## src/rtl/sar_pkg.sv

```systemverilog
// sar_pkg: shared state encoding and counter-width helpers for the SAR sequencer
package sar_pkg;
  typedef enum logic [2:0] {IDLE, SAMPLE, TRIG, WAIT, DONE} state_t;
  function automatic int cnt_w(input int n);
    return (n > 1) ? $clog2(n) : 1;
  endfunction
  localparam int SAMPLE_W = cnt_w(4);
  localparam int TIMEOUT_W = cnt_w(8);
  localparam int BIT_W = cnt_w(16);
endpackage

```

## src/rtl/sar_timer.sv

```systemverilog
// sar_timer: loadable down-counter shared by the sample phase and the comparator timeout
module sar_timer #(
  parameter int W = 3
) (
  input  logic         clk,
  input  logic         rst,
  input  logic         load,
  input  logic [W-1:0] load_val,
  output logic         expired
);
  logic [W-1:0] cnt;
  always_ff @(posedge clk)
    if (rst) cnt <= '0;
    else if (load) cnt <= load_val;
    else if (cnt != '0) cnt <= cnt - 1'b1;
  assign expired = cnt == '0;
endmodule

```

## src/rtl/sar_sequencer.sv

```systemverilog
// sar_sequencer: successive-approximation controller driving the capacitor DAC and comparator
module sar_sequencer #(
  parameter int Ndac     = 16,
  parameter int Nsample  = 4,
  parameter int Ntimeout = 8
) (
  input  logic            clk,
  input  logic            rst,
  input  logic            start,
  input  logic            cfg_diffcaps,
  input  logic            comp_out,
  input  logic            comp_valid,
  output logic            sample,
  output logic            comp_trig,
  output logic [Ndac-1:0] dac_state,
  output logic            dac_diffcaps,
  output logic            busy,
  output logic            done,
  output logic [Ndac-1:0] result,
  output logic            timeout_err
);
  import sar_pkg::*;
  localparam int TW = cnt_w(Nsample > Ntimeout ? Nsample : Ntimeout);
  localparam int KW = cnt_w(Ndac);
  state_t state, state_n;
  logic [KW-1:0] k;
  logic [Ndac-1:0] dac_n;
  logic expired, accept, decide, timed_out;
  assign accept = state == IDLE && start;
  assign decide = state == WAIT && (comp_valid || expired);
  assign timed_out = state == WAIT && expired && !comp_valid;
  // the timer is reloaded at the start of each sample phase and on every comparator fire
  sar_timer #(.W(TW)) u_timer (
    .clk(clk),
    .rst(rst),
    .load(accept || state == TRIG),
    .load_val(state == TRIG ? TW'(Ntimeout - 1) : TW'(Nsample - 1)),
    .expired(expired)
  );
  always_comb begin
    state_n = state;
    unique case (state)
      IDLE:    if (start) state_n = SAMPLE;
      SAMPLE:  if (expired) state_n = TRIG;
      TRIG:    state_n = WAIT;
      WAIT:    if (decide) state_n = (k == '0) ? DONE : TRIG;
      DONE:    state_n = IDLE;
      default: state_n = IDLE;
    endcase
  end
  always_comb begin
    dac_n = dac_state;
    if (accept) dac_n = '0;
    else if (state == SAMPLE && expired) dac_n[Ndac-1] = 1'b1;
    else if (decide) begin
      dac_n[k] = comp_valid & comp_out;
      if (k != '0) dac_n[k - 1'b1] = 1'b1;
    end
  end
  always_ff @(posedge clk) begin
    if (rst) begin
      state        <= IDLE;
      k            <= '0;
      dac_state    <= '0;
      dac_diffcaps <= 1'b0;
      timeout_err  <= 1'b0;
      result       <= '0;
    end else begin
      state     <= state_n;
      dac_state <= dac_n;
      if (accept) dac_diffcaps <= cfg_diffcaps;
      if (accept) timeout_err <= 1'b0;
      else if (timed_out) timeout_err <= 1'b1;
      if (state == SAMPLE) k <= KW'(Ndac - 1);
      else if (decide && k != '0) k <= k - 1'b1;
      // capture the final code on entry to DONE so result is valid alongside done
      if (decide && k == '0) result <= dac_n;
    end
  end
  assign sample = state == SAMPLE;
  assign comp_trig = state == TRIG;
  assign busy = state == SAMPLE || state == TRIG || state == WAIT;
  assign done = state == DONE;
endmodule

```

## config.mk

```make
export PLATFORM = sky130hd
export DESIGN_NAME = sar_sequencer
export DESIGN_NICKNAME = d
export VERILOG_FILES = /design/src/rtl/sar_pkg.sv /design/src/rtl/sar_timer.sv /design/src/rtl/sar_sequencer.sv
export SDC_FILE = /design/constraint.sdc
export NUM_CORES = 1
export LEC_CHECK = 0
export BUFFER_PORTS_ARGS = -buffer_cell sky130_fd_sc_hd__buf_2
export CAP_MARGIN = 20
export CORE_MARGIN = 2
export CORE_UTILIZATION = 49
export CTS_CLUSTER_SIZE = 30
export DETAILED_ROUTE_END_ITERATION = 10
export PLACE_DENSITY = 0.85
export SLEW_MARGIN = 20
export SYNTH_ARGS = -nofsm -noshare
export SYNTH_HDL_FRONTEND = slang
export SYNTH_SLANG_ARGS = --single-unit
```

## constraint.sdc

```tcl
create_clock -name clk -period 1.88 [get_ports clk]
set_clock_uncertainty 0.05 [all_clocks]
set_input_delay 0.282 -clock clk [delete_from_list [all_inputs] [get_ports clk]]
set_output_delay 0.282 -clock clk [all_outputs]
set_load 0.005 [all_outputs]
```

==> impl_metrics.tcl, run 1 <==
set metrics [dict create \
    dieArea_um2 5140 \
    crit_arrival_ns 1.94 \
    combPwrFrac 0.444 \
    die_width_um 71.7 \
    synth_edf_count 0 \
    setup_viol 0 \
    area_growth_pct 25.3 \
    ys.flop_type "dfxtp_1" \
    pwr-share-seq 0.325 \
    maxCapViolCount 0 \
    netlist_area_um2 2250 \
    switching_share 0.370 \
    wire_per_inst_um 16.9 \
    cts.sinks 44 \
    ys_types 51 \
    synth_seq_cells 44 \
    post-synth-top-area-cell "dfxtp_1" \
    p_total_mw 3.30 \
    clk_latency_ns 0.30 \
    track_usage 0.252 \
    internal_power_mw 2.08 \
    postRouteAntennaNets 0 \
    post_drt_via_cell_ratio 5.93 \
    p_leak_nw 1.26 \
    htree_num_levels 2 \
    crit_chain "inv_1 -> ha_1 -> nor2b_1 -> a21oi_2 -> a2bb2oi_2 -> o221a_2 -> nor2_1" \
    clk_pin_slew_ns 0.08 \
    worst_setup_path_start_kind "register" \
    vias 2123 \
    clock.fmax_mhz 552 \
    fin_crit_ns 1.81 \
    hold_ws_ns 0.175 \
    synth-warning-count 0 \
    grt_pass1_vias 2069 \
    routed_wirelength_um 6050 \
    yosys-top-cells-area "dfxtp_1 (39%), mux2i_1 (6.2%), ha_1 (5.6%), o2bb2ai_1 (5.1%), a21oi_1 (4.5%)" \
    fin_crit_sh 0.963 \
    end_kind "register" \
    syn_nets 259 \
    place_congestion 0.965 \
    ios 44 \
    n_antenna_cell 0 \
    ys_seq_area_frac 0.392 \
    cts_made_buffers 5 \
    setup_tns_ns 0 \
    worst_pin_slew_ns 0.445 \
    antenna_found_initial 0 \
    min_path_type "primary input to register" \
    die_h_um 71.7 \
    drc 0 \
    power-per-cell-area_nw_per_um2 1170 \
    slew_viol_final 0 \
    crit_required_ns 2.01 \
    path_max_fanout 5 \
    relSlewSlack 0.703 \
    p_sw_mw 1.22 \
    clockBufferDepth 2 \
    cts_tree "yes" \
    path_delay_family "compound AO/OA/AOI/OAI gates" \
    numPortBuffers 43 \
    placed_cell_area_um2 2630 \
    dp_hpwl_um 4440 \
    row_count 24 \
    drive_gt1_frac 0.343 \
    crit_path_max_incr_delay_ns 0.33 \
    rsz0062_at_grt "true" \
    dr.pass1.iters 4 \
    start_util 0.512 \
    drt_iter0_drc 224 \
    crit_type "register to register" \
    synth_top_area_frac 0.392 \
    syn_inst 243 \
    syn_area_per_cell_um2 9.24 \
    hold_violations 0 \
    cts-root-buf "clkbuf_8" \
    stdcell_area_um2 2820 \
    grt_max_degree 22 \
    async_flop_share 0 \
    reg2reg_setup_slack_ns 0.07 \
    nNetsFinal 321 \
    clkPwrFrac 0.231 \
    critPathSlowestCell "dfxtp_2" \
    overflow 0 \
    status "finished clean" \
    path_buf_inv 1 \
    grt_pass1_wl_um 10100 \
    coreArea_um2 4380 \
    vdd_drop_max_v 0.000870 \
]
==> layout by cell type, fill, tap and decap left out, types with 2 or more instances in the layout <==
| master | synthesis | final |
|---|---|---|
| o32ai_2 | 0 | 2 |
| inv_2 | 1 | 3 |
| inv_1 | 7 | 5 |
| nand2b_1 | 2 | 2 |
| nand4_1 | 3 | 3 |
| buf_2 | 4 | 43 |
| clkbuf_8 | 0 | 6 |
| o21ai_0 | 2 | 2 |
| and2_1 | 5 | 5 |
| nor2_4 | 1 | 2 |
| dfxtp_2 | 0 | 2 |
| nand3_1 | 19 | 19 |
| a21oi_1 | 20 | 19 |
| or2_2 | 2 | 2 |
| o2bb2ai_1 | 13 | 13 |
| xnor2_1 | 2 | 2 |
| ha_1 | 10 | 9 |
| nand2_1 | 15 | 15 |
| nor2_1 | 19 | 19 |
| nand3b_1 | 5 | 5 |
| nor3_1 | 4 | 4 |
| buf_4 | 3 | 24 |
| o22ai_1 | 4 | 3 |
| o21ai_1 | 3 | 3 |
| nor2b_1 | 2 | 2 |
| mux2i_1 | 14 | 14 |
| dfxtp_1 | 44 | 42 |
| a2bb2oi_1 | 3 | 2 |
| o2bb2ai_2 | 3 | 3 |
| a22oi_1 | 3 | 3 |
==> per-stage QoR <==
stage	setup slack, ns	utilization	std cells
floorplan	0.0152	-	243
global placement	0.0381	0.599	349
detailed placement	-0.0701	0.599	349
CTS	0.0247	0.630	357
global route	-0.0623	0.642	358
finish	0.0691	0.642	358
==> flip-flops by register name, indices dropped and copies added, names as in the netlist <==
signal        count
u_timer.cnt       3
dac_state        16
state             3
result           16
dac_diffcaps      1
timeout_err       1
k                 4
==> final cells by class <==
class	instances	area (µm²)
Sequential cell	44	883
Clock inverter	2	38.8
Clock buffer	6	82.6
Tap cell	52	65.1
Timing Repair Buffer	68	407
Inverter	8	30.0
Fill cell	364	1570
Multi-Input combinational cell	178	1310
==> kinds of logic after synthesis <==
kind of cell	synth area share
compound gates	0.212
flops	0.392
mux	0.0624
simple gates	0.218
fa+ha+maj	0.0557
buf+inv	0.0524
xor+xnor	0.00780
==> tightest hold or removal path: cells and delay by family <==
kind / cells / cell delay [ns]
buf+inv: 1 / 0.08
simple gates: 1 / 0.08
mux: 1 / 0.05
==> repair_timing <==
| action | CTS | global route |
|---|---|---|
| pin swaps | 0 | 3 |
| setup buffers | 0 | 1 |
| hold buffers | 0 | 0 |
| setup endpoints to repair | 24 | 20 |
| gates resized for setup | 3 | 12 |
==> worst paths after layout <==
check          startpoint             to  cells past startpoint
min reg2reg   timeout_err    timeout_err                      2
min          cfg_diffcaps   dac_diffcaps                      3
max reg2reg          k[0]  dac_state[15]                      7
max                  k[0]  dac_state[15]                      7
==> power by group through the flow <==
stage | clock network (mW) | registers, mW | logic [mW]
finish | 0.763 | 1.07 | 1.46
CTS | 0.769 | 1.06 | 1.38
detailed placement | 0 | 1.08 | 1.34
floorplan | 0 | 1.10 | 0.856
global route | 0.815 | 1.08 | 1.59
global placement | 0 | 1.08 | 1.31
==> Yosys cell counts (2+ instances only) <==
cell type  number
dfxtp_1        44
a21oi_1        20
nand3_1        19
nor2_1         19
nand2_1        15
mux2i_1        14
o2bb2ai_1      13
ha_1           10
inv_1           7
and2_1          5
nand3b_1        5
buf_2           4
nor3_1          4
o22ai_1         4
a22oi_1         3
a2bb2oi_1       3
buf_4           3
buf_6           3
clkbuf_1        3
nand4_1         3
o21ai_1         3
o2bb2ai_2       3
nand2b_1        2
nor2b_1         2
o21ai_0         2
o32ai_1         2
or2_2           2
or3_1           2
xnor2_1         2
==> routing by layer <==
layer  vias up  part of all wire  track usage
met2        94              0.50        0.413
met5         -                 0            0
met4         0             0.016       0.0881
met3        12             0.063       0.0520
met1      1012              0.42        0.329
li1       1005                 -            -
(Power assumes the default switching activity.)
==> run 2: changes to the inputs <==
==> constraint.sdc (replaced) <==
create_clock -name clk -period 1.88 [get_ports clk]
set_clock_uncertainty 0.05 [all_clocks]
set_input_delay 0.282 -clock clk [delete_from_list [all_inputs] [get_ports clk]]
set_output_delay 0.282 -clock clk [all_outputs]
set_load 0.1 [all_outputs]
==> run 2 against run 1 <==
  * Sequential power is essentially flat
  * Utilization is 0.66 points lower
  * Critical path depth is 1 lower
  * First-iteration DRC count down 7.1%
  * Critical path type unchanged
==> impl_metrics.tcl, run 2 (synthesis gave the netlist of run 1 again) <==
set metrics [dict create \
    worst_pin_slew_ns 0.492 \
    vias 2054 \
    grt_pass1_wl_um 9400 \
    grt_max_degree 20 \
    clk_latency_ns 0.30 \
    timing.rr.start "k[0]" \
    end_kind "register" \
    clock.fmax_mhz 548 \
    post_drt_via_cell_ratio 5.79 \
    combPwrFrac 0.511 \
    coreArea_um2 4380 \
    dr.pass1.iters 4 \
    drt_iter0_drc 208 \
    crit_chain "buf_4 -> or2_2 -> a21oi_4 -> a2bb2oi_2 -> o221a_2 -> o2bb2ai_2" \
    path_max_fanout 7 \
    drive_gt1_frac 0.340 \
    top_regs "dac_state x16, result x16, k x4" \
    cts-root-buf "clkbuf_8" \
    track_usage 0.234 \
    clkPwrFrac 0.172 \
    min_path_type "primary input to register" \
    die_h_um 71.7 \
    crit_type "register to register" \
    internal_power_mw 1.90 \
    crit_arrival_ns 1.97 \
    die_width_um 71.7 \
    crit_path_max_incr_delay_ns 0.36 \
    antenna_found_initial 0 \
    p_leak_nw 1.23 \
    cts_made_buffers 5 \
    overflow 0 \
    fin_crit_sh 0.971 \
    status "finished clean" \
    wire_per_inst_um 16.7 \
    hold_violations 0 \
    worst_setup_path_start_kind "register" \
    slew_viol_final 0 \
    holdCritStartpoint "cfg_diffcaps" \
    htree_num_levels 2 \
    fillers 356 \
    multi_input_area_um2 1320 \
    register_area_um2 882 \
    relSlewSlack 0.674 \
    cts.sinks 44 \
    p_total_mw 3.35 \
    place_ws_ns -0.0906 \
    postRouteAntennaNets 0 \
    drc 0 \
    dp_hpwl_um 4360 \
    switching_share 0.431 \
    numPortBuffers 43 \
    area_growth_pct 24.1 \
    final_util 0.636 \
    p_sw_mw 1.44 \
    critPathSlowestCell "or2_2" \
    final_cell_mix "dfxtp_1 (43), buf_2 (41), buf_4 (23)" \
    power-per-cell-area_nw_per_um2 1200 \
    instances_no_fill 355 \
    routed_wirelength_um 5910 \
    placed_cells 347 \
    layout_commonest_cell "dfxtp_1" \
    start_util 0.512 \
    vdd_drop_max_v 0.000728 \
    maxCapViolCount 0 \
    row_count 24 \
    post_cts_hold_buffer_count 0 \
    clk_pin_slew_ns 0.09 \
    place_congestion 0.986 \
    crit_required_ns 2.02 \
    final.setup.worst_slack_ns 0.0549 \
    dieArea_um2 5140 \
    pwr-share-seq 0.318 \
    nNetsFinal 319 \
    clockBufferDepth 2 \
    grt_pass1_vias 2013 \
    cts_tree "yes" \
    setup_viol 0 \
    crit_start "k[0]" \
    hold_ws_ns 0.178 \
    n_antenna_cell 0 \
    fin_crit_ns 1.83 \
    ios 44 \
]
-- run 2: routing by layer --
metal / GRT usage / part of all wire / up-vias / routed length, µm
li1: - / - / 996 / -
met1: 0.299 / 0.44 / 983 / 2580
met2: 0.407 / 0.49 / 67 / 2910
met3: 0.0338 / 0.061 / 8 / 361
met4: 0.0755 / 0.011 / 0 / 65
met5: 0 / 0 / - / 0
-- run 2: worst max-delay path, delay by kind of cell (launching register included) --
kind / cells / cell delay [ns]
flip-flops: 1 / 0.33
AO/OA/AOI/OAI: 4 / 0.84
buffers and inverters: 1 / 0.15
AND/OR/NAND/NOR: 1 / 0.36
-- run 2: path summary, 6_finish.rpt --
check | endpoint | slack, ns | cells past startpoint
min | dac_diffcaps | 0.18 | 3
max | result[15] | 0.05 | 6
max reg2reg | result[15] | 0.05 | 6
min reg2reg | result[0] | 0.41 | 2
-- run 2: timing repair --
| action | CTS | global route |
|---|---|---|
| setup buffers | 0 | 1 |
| gates resized for setup | 4 | 11 |
| pin swaps | 0 | 5 |
| setup endpoints to repair | 23 | 27 |
-- run 2: per-stage QoR --
step | TNS (ns) | cell area (µm²)
3_3_place_gp | -0.0179 | 2640
3_5_place_dp | -1.05 | 2640
2_1_floorplan | 0 | 2270
6_report | 0 | 2790
4_1_cts | 0 | 2740
5_1_grt | -0.0255 | 2790
-- run 2: final cells by class --
type | count | area share
multi-input cells | 178 | 0.475
flip-flops and latches | 44 | 0.317
repair buffers | 66 | 0.145
clock buffers | 5 | 0.0247
well taps | 52 | 0.0233
inverters | 8 | 0.0108
clock inverters | 2 | 0.00449
-- run 2: power groups by stage --
stage / combinational [mW] / clock [mW] / sequential [mW]
floorplan: 1.02 / 0 / 1.17
finish: 1.71 / 0.574 / 1.06
detailed placement: 1.58 / 0 / 1.08
CTS: 1.61 / 0.576 / 1.06
global placement: 1.53 / 0 / 1.07
global route: 1.84 / 0.615 / 1.07
